File: src/rtl/mem_port_arbiter.sv
// Round-robin arbiter sharing one RAM port between the CPU and a debug/dump master.
// Fixed-latency access sequencing with an address window check; all outputs registered.
//
// state    | meaning
// S_IDLE   | waiting for a request; arbitration happens here
// S_ACCESS | RAM enable held for MEM_LAT cycles with latched address/data
// S_RESP   | one-cycle ack to the owner with rdata/err valid
module mem_port_arbiter #(
    parameter int unsigned       ADDR_W  = 32,
    parameter int unsigned       DATA_W  = 32,
    parameter int unsigned       MEM_LAT = 1,
    parameter logic [ADDR_W-1:0] ADDR_LO = ADDR_W'(32'h0040_0000),
    parameter logic [ADDR_W-1:0] ADDR_HI = ADDR_W'(32'h0052_0000)
) (
    input  logic              CLK,
    input  logic              RST,
    input  logic              cpu_req,
    input  logic              cpu_we,
    input  logic [ADDR_W-1:0] cpu_addr,
    input  logic [DATA_W-1:0] cpu_wdata,
    output logic [DATA_W-1:0] cpu_rdata,
    output logic              cpu_ack,
    output logic              cpu_err,
    input  logic              dbg_req,
    input  logic              dbg_we,
    input  logic [ADDR_W-1:0] dbg_addr,
    input  logic [DATA_W-1:0] dbg_wdata,
    output logic [DATA_W-1:0] dbg_rdata,
    output logic              dbg_ack,
    output logic              dbg_err,
    output logic              mem_en,
    output logic              mem_we,
    output logic [ADDR_W-1:0] mem_addr,
    output logic [DATA_W-1:0] mem_wdata,
    input  logic [DATA_W-1:0] mem_rdata,
    output logic              busy,
    output logic              owner
);

    typedef enum logic [1:0] {S_IDLE, S_ACCESS, S_RESP} state_t;

    localparam logic [3:0] LAT_M1  = 4'(MEM_LAT - 1);
    localparam logic       OWN_DBG = 1'b1;

    state_t            r_state;
    state_t            w_state_nxt;
    logic [3:0]        r_cnt, w_cnt_nxt;
    logic              r_last_owner, w_last_nxt;
    logic              r_owner, w_owner_nxt;
    logic              r_busy, w_busy_nxt;
    logic              r_mem_en, w_mem_en_nxt;
    logic              r_mem_we, w_mem_we_nxt;
    logic [ADDR_W-1:0] r_mem_addr, w_mem_addr_nxt;
    logic [DATA_W-1:0] r_mem_wdata, w_mem_wdata_nxt;
    logic              r_cpu_ack, w_cpu_ack_nxt;
    logic              r_cpu_err, w_cpu_err_nxt;
    logic [DATA_W-1:0] r_cpu_rdata, w_cpu_rdata_nxt;
    logic              r_dbg_ack, w_dbg_ack_nxt;
    logic              r_dbg_err, w_dbg_err_nxt;
    logic [DATA_W-1:0] r_dbg_rdata, w_dbg_rdata_nxt;

    logic              w_grant_vld;
    logic              w_grant_sel;
    logic              w_sel_we;
    logic [ADDR_W-1:0] w_sel_addr;
    logic [DATA_W-1:0] w_sel_wdata;
    logic              w_in_win;

    // On a tie the master that did not win last time gets the port.
    assign w_grant_vld = cpu_req | dbg_req;
    assign w_grant_sel = (cpu_req & dbg_req) ? ~r_last_owner : dbg_req;
    assign w_sel_we    = w_grant_sel ? dbg_we    : cpu_we;
    assign w_sel_addr  = w_grant_sel ? dbg_addr  : cpu_addr;
    assign w_sel_wdata = w_grant_sel ? dbg_wdata : cpu_wdata;
    assign w_in_win    = (w_sel_addr >= ADDR_LO) && (w_sel_addr <= ADDR_HI);

    always_ff @(posedge CLK or posedge RST) begin
        if (RST) begin
            r_state      <= S_IDLE;
            r_cnt        <= '0;
            r_last_owner <= OWN_DBG;
            r_owner      <= 1'b0;
            r_busy       <= 1'b0;
            r_mem_en     <= 1'b0;
            r_mem_we     <= 1'b0;
            r_mem_addr   <= '0;
            r_mem_wdata  <= '0;
            r_cpu_ack    <= 1'b0;
            r_cpu_err    <= 1'b0;
            r_cpu_rdata  <= '0;
            r_dbg_ack    <= 1'b0;
            r_dbg_err    <= 1'b0;
            r_dbg_rdata  <= '0;
        end else begin
            r_state      <= w_state_nxt;
            r_cnt        <= w_cnt_nxt;
            r_last_owner <= w_last_nxt;
            r_owner      <= w_owner_nxt;
            r_busy       <= w_busy_nxt;
            r_mem_en     <= w_mem_en_nxt;
            r_mem_we     <= w_mem_we_nxt;
            r_mem_addr   <= w_mem_addr_nxt;
            r_mem_wdata  <= w_mem_wdata_nxt;
            r_cpu_ack    <= w_cpu_ack_nxt;
            r_cpu_err    <= w_cpu_err_nxt;
            r_cpu_rdata  <= w_cpu_rdata_nxt;
            r_dbg_ack    <= w_dbg_ack_nxt;
            r_dbg_err    <= w_dbg_err_nxt;
            r_dbg_rdata  <= w_dbg_rdata_nxt;
        end
    end

    always_comb begin
        w_state_nxt = r_state;
        case (r_state)
            S_IDLE:   if (w_grant_vld) w_state_nxt = w_in_win ? S_ACCESS : S_RESP;
            S_ACCESS: if (r_cnt == '0) w_state_nxt = S_RESP;
            S_RESP:   w_state_nxt = S_IDLE;
            default:  w_state_nxt = S_IDLE;
        endcase
    end

    // Next values for every registered output; anything not driven below returns to 0.
    always_comb begin
        w_cnt_nxt       = r_cnt;
        w_last_nxt      = r_last_owner;
        w_owner_nxt     = r_owner;
        w_busy_nxt      = (w_state_nxt != S_IDLE);
        w_mem_en_nxt    = 1'b0;
        w_mem_we_nxt    = 1'b0;
        w_mem_addr_nxt  = '0;
        w_mem_wdata_nxt = '0;
        w_cpu_ack_nxt   = 1'b0;
        w_cpu_err_nxt   = 1'b0;
        w_cpu_rdata_nxt = '0;
        w_dbg_ack_nxt   = 1'b0;
        w_dbg_err_nxt   = 1'b0;
        w_dbg_rdata_nxt = '0;
        case (r_state)
            S_IDLE: begin
                if (w_grant_vld) begin
                    w_owner_nxt = w_grant_sel;
                    w_last_nxt  = w_grant_sel;
                    if (w_in_win) begin
                        w_mem_en_nxt    = 1'b1;
                        w_mem_we_nxt    = w_sel_we;
                        w_mem_addr_nxt  = w_sel_addr;
                        w_mem_wdata_nxt = w_sel_wdata;
                        w_cnt_nxt       = LAT_M1;
                    end else if (w_grant_sel) begin
                        w_dbg_ack_nxt = 1'b1;
                        w_dbg_err_nxt = 1'b1;
                    end else begin
                        w_cpu_ack_nxt = 1'b1;
                        w_cpu_err_nxt = 1'b1;
                    end
                end
            end
            S_ACCESS: begin
                if (r_cnt != '0) begin
                    w_cnt_nxt       = r_cnt - 4'd1;
                    w_mem_en_nxt    = 1'b1;
                    w_mem_we_nxt    = r_mem_we;
                    w_mem_addr_nxt  = r_mem_addr;
                    w_mem_wdata_nxt = r_mem_wdata;
                end else if (r_owner) begin
                    w_dbg_ack_nxt   = 1'b1;
                    w_dbg_rdata_nxt = r_mem_we ? '0 : mem_rdata;
                end else begin
                    w_cpu_ack_nxt   = 1'b1;
                    w_cpu_rdata_nxt = r_mem_we ? '0 : mem_rdata;
                end
            end
            default: ;
        endcase
    end

    assign cpu_rdata = r_cpu_rdata;
    assign cpu_ack   = r_cpu_ack;
    assign cpu_err   = r_cpu_err;
    assign dbg_rdata = r_dbg_rdata;
    assign dbg_ack   = r_dbg_ack;
    assign dbg_err   = r_dbg_err;
    assign mem_en    = r_mem_en;
    assign mem_we    = r_mem_we;
    assign mem_addr  = r_mem_addr;
    assign mem_wdata = r_mem_wdata;
    assign busy      = r_busy;
    assign owner     = r_owner;

endmodule

File: config.mk
export PLATFORM = sky130hd
export DESIGN_NAME = mem_port_arbiter
export DESIGN_NICKNAME = d
export VERILOG_FILES = /design/src/rtl/mem_port_arbiter.sv
export SDC_FILE = /design/constraint.sdc
export NUM_CORES = 1
export LEC_CHECK = 0
export BUFFER_PORTS_ARGS = -buffer_cell sky130_fd_sc_hd__buf_2
export CELL_PAD_IN_SITES_DETAIL_PLACEMENT = 1
export CELL_PAD_IN_SITES_GLOBAL_PLACEMENT = 1
export CORE_ASPECT_RATIO = 1.5
export CORE_MARGIN = 8
export CORE_UTILIZATION = 33
export CTS_CLUSTER_SIZE = 25
export DETAILED_ROUTE_END_ITERATION = 16
export PLACE_DENSITY = 0.86
export SLEW_MARGIN = 0
export SYNTH_ARGS = -nofsm -noshare
export SYNTH_HDL_FRONTEND = slang
export SYNTH_SLANG_ARGS = --single-unit
File: constraint.sdc
create_clock -name CLK -period 5.65 [get_ports CLK]
set_clock_uncertainty 0.15 [all_clocks]
set_input_delay 0.2825 -clock CLK [delete_from_list [all_inputs] [get_ports CLK]]
set_output_delay 0.2825 -clock CLK [all_outputs]
set_load 0.02 [all_outputs]
==> run metrics, run 1 <==
status=finished clean; warnings from Yosys=0; Final period util=60.08%; hold_buf cts=42; Setup CP Type=in -> reg; metal2 WL=11.01 mm; DRT Pass-1 Iters=4; Peak VDD IR=0.2132 mV; die area=22,240 um2; initial antenna violation count=0; Crit Reg-Reg Endpoint=mem_wdata[20]$_DFFE_PP0N_; CP Capture Type=flip-flop; Clock Latency Late Sink=0.40 ns; vias in the first global route=6,072; slowest stage delay, CP=0.72 ns; DR vias/cell=4.810; Slew HR=33.13%; R2R Setup Slk=2.44 ns; clock-pin slew on the worst setup and hold paths=0.07 ns; final antenna diode count=0; I/O pin cnt=302; Post-synth EDFFs=0; Placer Congestion=0.7626; Critical R2R Launch=r_last_owner$_DFFE_PP1P_; TritonCTS clock tree=built; GR Util All Layers=18.85%; Core Rows=59; Die X=124.5 um; CP max-delay cell=a21boi_4; crit path capture=mem_wdata[20]$_DFFE_PP0N_; largest net degree at the start of global routing=74; top sig layer=met4; Die Y=178.7 um; mapped cell area=5824 um2; Synth-to-Final Area Change=46.29%; met1 WL=8.200 mm; Post-DP HPWL=15.40 mm; sequential element share of the synthesized area=61.46%; crit path time final=3.394 ns; gr ovfl total=0; Mapped Nets=687; Max Root-Sink Buffers=2; MaxCap Viol Count=0; cts repair resizes=0; DR DRC count=0; Mapped Cells=519; worst path arrival time=3.51 ns; pins over their slew limit=0; asr flop ratio synth=100.0%; Worst Max-Slew Pin Slew=1.003 ns; share of cells above drive strength 1=42.99%; CP cell instances=dlygate4sd3_1 > buf_2 > a21boi_4 > o32ai_2 > o21ai_1 > a21o_2 > buf_4 > o21ai_0; postcts setup bufs=0; global-route wire length before repair=33.22 mm; Leakage=4.720 nW; FF+latch count, synth=143; worst hold-check path type=in -> reg; initial DRC count=241; Starting Density=33.57%; fin nets=1,025; H-tree depth=4; f_max=0.2946 GHz; met3 WL post-DR=1.427 mm; pre-CTS setup slack=2.368 ns; PD cells=280.4 nW/um2; Worst setup SP type=input port; clock sink count=143; Finish-stage setup viols=0; clock root buffer=clkbuf_16; Vias=5,209; Critical Path Source=cpu_req; PortBufs=301; antenna-violating nets left=0; Inserted Clock Buffers=17; WP data required=5.76 ns; Top FF cell, synth=dfrtp_1; number of cells on the worst reg-to-reg path=6; final WL=21.09 mm; crit-path max FO=37; core area=17,350 um2; final hold violations=0; Wirelength per Cell=19.48 um; Unique masters post-synth=38; RSZ-0062 raised after global routing=false; smallest setup slack after layout=2.256 ns; Setup TNS Final=0 ns; Synth Area per Inst=11.22 um2
power breakdown:
group / switching [W] / internal (W)
Clock: 0.000471 / 0.000636
Combinational: 0.000127 / 0.000113
Sequential: 0.00000767 / 0.00103
Total: 0.000606 / 0.00178
kinds of logic after synthesis:
group	Yosys count	share of synthesized area, %
buffers and inverters	32	2.599
AOI/OAI and AO/OA	74	8.787
adders and majority gates	2	0.4296
DFF	143	61.46
muxes	54	9.280
xor gates and xnor gates	2	0.3008
and+or+nand+nor	212	17.14
placed cells by master, fill, tap and decap left out, drive strengths merged, types with 2 or more instances in the layout:
master	count
o21ai	61
a21oi	2
o31a	2
nor2	69
inv	12
dlygate4sd3	42
nand3	2
nand2	69
dfrtp	142
nand4	2
mux2i	54
clkinv	2
and4b	2
buf	306
o211ai	2
or4	2
nor3	4
clkbuf	18
and2	10
clkinvlp	2
nor4	13
ha	2
nor3b	2
nand2b	35
area by class of cell:
| type | instances | area, um2 |
|---|---|---|
| multi-input combinational | 344 | 2110 |
| inverter | 3 | 16.27 |
| clock buffer | 18 | 439.2 |
| tap | 213 | 266.5 |
| timing repair buffer | 348 | 1964 |
| clock inverter | 14 | 145.1 |
| sequential | 143 | 3580 |
| fill | 1994 | 8827 |
sequential cells by signal, indices dropped and copies added (netlist names):
register and flops:
busy 1, cpu_ack 1, cpu_err 1, cpu_rdata 32
dbg_ack 1, dbg_err 1, dbg_rdata 32, mem_addr 32
mem_en 1, mem_wdata 32, mem_we 1, owner 1
r_cnt 4, r_last_owner 1, r_state 2
cell usage after synthesis (3+ instances only):
cell type | n | area [um2]
dfrtp_1 | 142 | 3553
inv_1 | 3 | 11.26
nor4_1 | 11 | 68.82
clkbuf_1 | 23 | 86.33
nand2b_1 | 35 | 219.0
mux2i_1 | 54 | 540.5
o21ai_0 | 32 | 160.2
nand2_1 | 69 | 259.0
nor3_1 | 4 | 20.02
nor2_1 | 69 | 259.0
buf_6 | 4 | 45.04
o21ai_2 | 27 | 236.5
and2_1 | 10 | 62.56
critical path: cells and delay by family:
family          cells  cell delay [ns]
buf+inv             3             1.19
compound gates      5             1.98
stage by stage:
step / cell area [um2] / hold slack [ns] / util [%] / std cells / power [W]
floorplan: 5824 / 0.1954 / - / 519 / 0.001173
global placement: 7516 / 0.2863 / 43.32 / 1009 / 0.001273
detailed placement: 7516 / 0.2950 / 43.32 / 1009 / 0.001278
CTS: 8521 / 0.0003394 / 49.12 / 1083 / 0.002430
global route: 8521 / 0.007759 / 49.12 / 1083 / 0.002495
finish: 8521 / 0.01519 / 49.12 / 1083 / 0.002389
layer usage:
metal	global-route usage, %	vias to the layer above
met4	6.549	0
met3	6.067	28
met5	0	-
met2	34.18	238
li1	-	2421
met1	20.24	2522
worst min path at each step:
stage	from	to	cells past startpoint	slack, ns
after global placement	RST	dbg_rdata[15]$_DFF_PP0_	2	0.29
after global routing	dbg_addr[12]	mem_addr[12]$_DFFE_PP0N_	3	0.008
after CTS	cpu_wdata[19]	mem_wdata[19]$_DFFE_PP0N_	3	0.0003
after floorplan	cpu_req	r_last_owner$_DFFE_PP1P_	1	0.20
after detailed placement	RST	cpu_rdata[15]$_DFF_PP0_	2	0.30
final	cpu_wdata[19]	mem_wdata[19]$_DFFE_PP0N_	3	0.02
Power figures use the tool's default switching activity.
==> run 2, diff against run 1 <==
CORE_UTILIZATION = 30   (was 33)
PLACE_DENSITY = 0.83   (was 0.86)
clock period = 3.1 ns   (was 5.65 ns; I/O delays follow)
==> run metrics, run 2 (same netlist as run 1, synthesis figures left out) <==
clock sink count=143 (unchanged); share of cells above drive strength 1=38.71% (was 42.99%); Die Y=186.7 um (was 178.7 um); Post-DP HPWL=15.53 mm (was 15.40 mm); cell family with most CP delay=compound AO/OA/AOI/OAI gates (unchanged); Worst setup SP type=input port (unchanged); MaxCap Viol Count=0 (unchanged); core area=19,080 um2 (was 17,350 um2); fin nets=1,129 (was 1,025); Starting Density=30.52% (was 33.57%); initial DRC count=252 (was 241); Core Rows=62 (was 59); I/O pin cnt=302 (unchanged); Inserted Clock Buffers=17 (unchanged); DR DRC count=0 (unchanged); Filler cells=2,147 (was 1,994); RSZ-0062 raised after global routing=false (unchanged); Final period util=93.33%; crit path time final=2.893 ns; GR Util All Layers=21.07% (was 18.85%); pre-CTS setup slack=0.3190 ns (was 2.368 ns); Inst Count DP=1,055 (was 1,009); Synth-to-Final Area Change=66.12% (was 46.29%); clock root buffer=clkbuf_16 (unchanged); Die X=129.8 um (was 124.5 um); status=finished clean (unchanged); global-route wire length before repair=38.96 mm (was 33.22 mm); TritonCTS clock tree=built (unchanged); initial antenna violation count=2 (was 0); Setup CP Type=in -> reg (unchanged); Vias=5,828 (was 5,209); DR vias/cell=4.731 (was 4.810); Finish-stage setup viols=0 (unchanged); PD cells=485.8 nW/um2 (was 280.4 nW/um2); Slew HR=22.32% (was 33.13%); clock-pin slew on the worst setup and hold paths=0.06 ns (was 0.07 ns); Setup TNS Final=0 ns (unchanged); DRT Pass-1 Iters=5 (was 4); largest net degree at the start of global routing=144 (was 74); Buf/Inv on CP=3 (unchanged); die area=24,220 um2 (was 22,240 um2); vias in the first global route=6,940 (was 6,072); Clock Latency Late Sink=0.41 ns (was 0.40 ns); pins over their slew limit=0 (unchanged); final WL=25.25 mm (was 21.09 mm); most frequent cells in the layout=buf_2, dlygate4sd3_1, dfrtp_1, nand2_1, nor2_1 (was buf_2, dfrtp_1, nand2_1, nor2_1, mux2i_1); PortBufs=301 (unchanged); Max Root-Sink Buffers=2 (unchanged); CP Capture Type=flip-flop (unchanged); CP max-delay cell=dlygate4sd3_1 (was a21boi_4); slowest stage delay, CP=0.54 ns (was 0.72 ns); f_max=0.3456 GHz; Wirelength per Cell=20.50 um (was 19.48 um); Peak VDD IR=0.2963 mV (was 0.2132 mV); final non-filler cell total=1,232 (was 1,083); final hold violations=0 (unchanged); H-tree depth=4 (unchanged); worst path arrival time=3.07 ns (was 3.51 ns); Leakage=5.184 nW (was 4.720 nW); crit-path max FO=37 (unchanged); WP data required=3.27 ns (was 5.76 ns); smallest setup slack after layout=0.2067 ns (was 2.256 ns); postcts setup bufs=0 (unchanged); worst hold-check path type=in -> reg (unchanged); Worst Hold Slack=0.05313 ns (was 0.01519 ns); antenna-violating nets left=0 (unchanged); Placer Congestion=0.7920 (was 0.7626); CP cell instances=dlygate4sd3_1 > buf_2 > nor4_2 > nand4_1 > o32ai_2 > o21ai_1 > a21o_2 > buf_12 > o21ai_2 (was dlygate4sd3_1 > buf_2 > a21boi_4 > o32ai_2 > o21ai_1 > a21o_2 > buf_4 > o21ai_0); gr ovfl total=0 (unchanged); Worst Max-Slew Pin Slew=1.162 ns (was 1.003 ns); commonest non-fill, non-tap cell in the layout=buf_2 (unchanged)
## run 2: power breakdown
part | switching [W] | total [W] | leakage (nW) | internal, W
Sequential | 0.0000134 | 0.00190 | 1.97 | 0.00189
Clock | 0.000879 | 0.00218 | 0.305 | 0.00130
Combinational | 0.000276 | 0.000625 | 2.91 | 0.000349
## run 2: worst reg2reg max path: cells and delay by family, from the launching register on
kind | cells | cell delay (ns)
buffers and inverters | 2 | 1.30
flip-flops | 1 | 0.39
multiplexers | 1 | 0.39
AO/OA/AOI/OAI | 2 | 0.31
## run 2: what timing repair did
item,4_1_cts,5_1_grt
hold buffers,143,0
gates resized for setup,0,0
hold endpoints to repair,261,0
## run 2: final timing paths
kind / startpoint / end / slack, ns / cells past startpoint
max: cpu_addr[8] / mem_wdata[2]$_DFFE_PP0N_ / 0.21 / 9
min: dbg_req / owner$_DFFE_PP0P_ / 0.05 / 3
max reg2reg: r_last_owner$_DFFE_PP1P_ / mem_wdata[2]$_DFFE_PP0N_ / 0.44 / 5
min reg2reg: mem_wdata[3]$_DFFE_PP0N_ / mem_wdata[3]$_DFFE_PP0N_ / 0.32 / 2
max in group asynchronous: RST / mem_wdata[12]$_DFFE_PP0N_ / 1.82 / 4
min in group asynchronous: RST / dbg_rdata[7]$_DFF_PP0_ / 0.37 / 4
## run 2: through the flow
stage                     power, W  utilization, %  cell area (um2)
final                     0.004700           50.70             9676
after global routing      0.004877           50.70             9676
after CTS                 0.004716           50.68             9671
after detailed placement  0.002336           39.91             7616
after global placement    0.002326           39.91             7616
after floorplan           0.002139               -             5828
## run 2: layer usage
layer | global-route usage (%) | part of all wire, %
met5 | 0 | 0
met4 | 11.62 | 4.7
met3 | 7.021 | 7.9
met2 | 37.87 | 54
met1 | 20.43 | 34
## run 2: cell type report
| type | count | area, um2 | area share [%] |
|---|---|---|---|
| Multi-Input combinational cell | 344 | 2110 | 21.80 |
| Timing Repair Buffer | 452 | 3023 | 31.24 |
| Clock inverter | 15 | 197.7 | 2.043 |
| Antenna cell | 2 | 5.005 | 0.05173 |
| Clock buffer | 17 | 425.4 | 4.397 |
| Inverter | 3 | 15.01 | 0.1552 |
| Sequential cell | 143 | 3580 | 37.00 |
| Tap cell | 256 | 320.3 | 3.310 |
==> run 3, diff against run 2 <==
CELL_PAD_IN_SITES_DETAIL_PLACEMENT = 2   (was 1)
CELL_PAD_IN_SITES_GLOBAL_PLACEMENT = 2   (was 1)
CORE_UTILIZATION = 24   (was 30)
MAX_ROUTING_LAYER = met4   (was default)
==> run metrics, run 3 (same netlist as run 1, synthesis figures left out) <==
TritonCTS clock tree=built (unchanged); Setup CP Type=in -> reg (unchanged); Die X=143.2 um (was 129.8 um); postcts setup bufs=0 (unchanged); GR Util All Layers=20.27% (was 21.07%); Peak VDD IR=0.3431 mV (was 0.2963 mV); initial DRC count=138 (was 252); initial antenna violation count=1 (was 2); status=finished clean (unchanged); crit-path max FO=57 (was 37); DR vias/cell=4.492 (was 4.731); Die Y=206.8 um (was 186.7 um); Finish-stage setup viols=0 (unchanged); RSZ-0062 raised after global routing=false (unchanged); Clock Latency Late Sink=0.41 ns (about the same); Worst setup SP type=input port (unchanged); vias in the first global route=7,207 (was 6,940); Leakage=5.152 nW (was 5.184 nW); final WL=28.97 mm (was 25.25 mm); Core Rows=70 (was 62); core area=24,090 um2 (was 19,080 um2); I/O pin cnt=302 (unchanged); worst hold-check path type=in -> reg (unchanged); CP Capture Type=flip-flop (unchanged); Synth-to-Final Area Change=66.68% (was 66.12%); PD cells=478.6 nW/um2 (was 485.8 nW/um2); Vias=5,813 (was 5,828); fin nets=1,124 (was 1,129); Worst Max-Slew Pin Slew=1.005 ns (was 1.162 ns); Inst Count DP=1,122 (was 1,055); Final period util=90.22% (was 93.33%); antenna-violating nets left=0 (unchanged); WP data required=3.25 ns (was 3.27 ns); DR DRC count=0 (unchanged); PortBufs=301 (unchanged); worst path arrival time=2.94 ns (was 3.07 ns); Inserted Clock Buffers=17 (unchanged); die area=29,610 um2 (was 24,220 um2); f_max=0.3575 GHz (was 0.3456 GHz); crit path time final=2.797 ns (was 2.893 ns); Setup TNS Final=0 ns (unchanged); final hold violations=0 (unchanged); clock-pin slew on the worst setup and hold paths=0.06 ns (about the same); global-route wire length before repair=43.20 mm (was 38.96 mm); Placer Congestion=0.7593 (was 0.7920); clock sink count=143 (unchanged); most frequent cells in the layout=buf_2, dfrtp_1, dlygate4sd3_1, nand2_1, nor2_1 (was buf_2, dlygate4sd3_1, dfrtp_1, nand2_1, nor2_1); largest net degree at the start of global routing=130 (was 144); clock root buffer=clkbuf_16 (unchanged); pins over their slew limit=0 (unchanged); Max Root-Sink Buffers=2 (unchanged); final non-filler cell total=1,294 (was 1,232); commonest non-fill, non-tap cell in the layout=buf_2 (unchanged); Starting Density=24.18% (was 30.52%); H-tree depth=4 (unchanged); MaxCap Viol Count=0 (unchanged); DRT Pass-1 Iters=4 (was 5); Slew HR=33.00% (was 22.32%); Wirelength per Cell=22.39 um (was 20.50 um); Post-DP HPWL=18.02 mm (was 15.53 mm); share of cells above drive strength 1=38.49% (was 38.71%); gr ovfl total=0 (unchanged); Filler cells=2,573 (was 2,147)
## run 3: layer usage
| layer | track usage [%] | wire length, um | vias up | part of all wire, % |
|---|---|---|---|---|
| li1 | - | - | 2615 | - |
| met1 | 19.03 | 9892 | 2892 | 34 |
| met2 | 37.65 | 15940 | 254 | 55 |
| met3 | 5.502 | 2024 | 52 | 7.0 |
| met4 | 8.990 | 1107 | 0 | 3.8 |
| met5 | - | 0 | - | 0 |
## run 3: final cells by class
class	instances	area (um2)	share of cell area (%)
Antenna cell	1	2.502	0.02578
Clock buffer	23	467.9	4.820
Clock inverter	9	133.9	1.379
Inverter	3	15.01	0.1547
Multi-Input combinational cell	344	2116	21.79
Sequential cell	143	3580	36.87
Tap cell	324	405.4	4.176
Timing Repair Buffer	447	2988	30.78
## run 3: final timing paths
path | startpoint | endpoint | slack (ns) | depth (start not counted)
max | cpu_addr[14] | mem_wdata[17]$_DFFE_PP0N_ | 0.30 | 9
min | dbg_addr[7] | mem_addr[7]$_DFFE_PP0N_ | 0.02 | 3
max reg2reg | r_last_owner$_DFFE_PP1P_ | mem_we$_DFFE_PP0N_ | 0.43 | 5
min reg2reg | mem_addr[31]$_DFFE_PP0N_ | mem_addr[31]$_DFFE_PP0N_ | 0.33 | 1
max in group asynchronous | RST | dbg_rdata[21]$_DFF_PP0_ | 1.51 | 4
min in group asynchronous | RST | cpu_rdata[10]$_DFF_PP0_ | 0.13 | 3
## run 3: timing repair
action / in CTS / in global routing
endpoints found under the hold margin: 133 / 0
gates resized for setup: 0 / 1
hold buffers: 139 / 0
endpoints found under the setup margin: 0 / 1
## run 3: critical path, cell delays in order
cell	delay [ns]
dlygate4sd3_1	0.55
buf_2	0.15
nor4_2	0.46
nand4_1	0.17
o32ai_2	0.42
o21ai_1	0.21
a21o_2	0.25
buf_12	0.19
o21ai_0	0.33
## run 3: where the power goes
| part | total, W | switching [W] | internal (W) |
|---|---|---|---|
| Clock | 0.00211 | 0.000799 | 0.00131 |
| Combinational | 0.000635 | 0.000295 | 0.000341 |
| Sequential | 0.00190 | 0.0000136 | 0.00189 |
| Total | 0.00465 | 0.00111 | 0.00354 |
## run 3: stage by stage
stage          util (%)  hold WS, ns  cell area [um2]  setup WS (ns)  total power [W]
3_3_place_gp      31.99    -0.009171             7706         0.6447         0.002337
4_1_cts           40.27     0.002277             9699         0.3266         0.004678
2_1_floorplan         -      0.06792             5828          1.005         0.002139
5_1_grt           40.31     0.001000             9708        0.08860         0.004817
3_5_place_dp      31.99      0.01156             7706         0.4632         0.002351
6_report          40.31      0.01530             9708         0.3030         0.004647
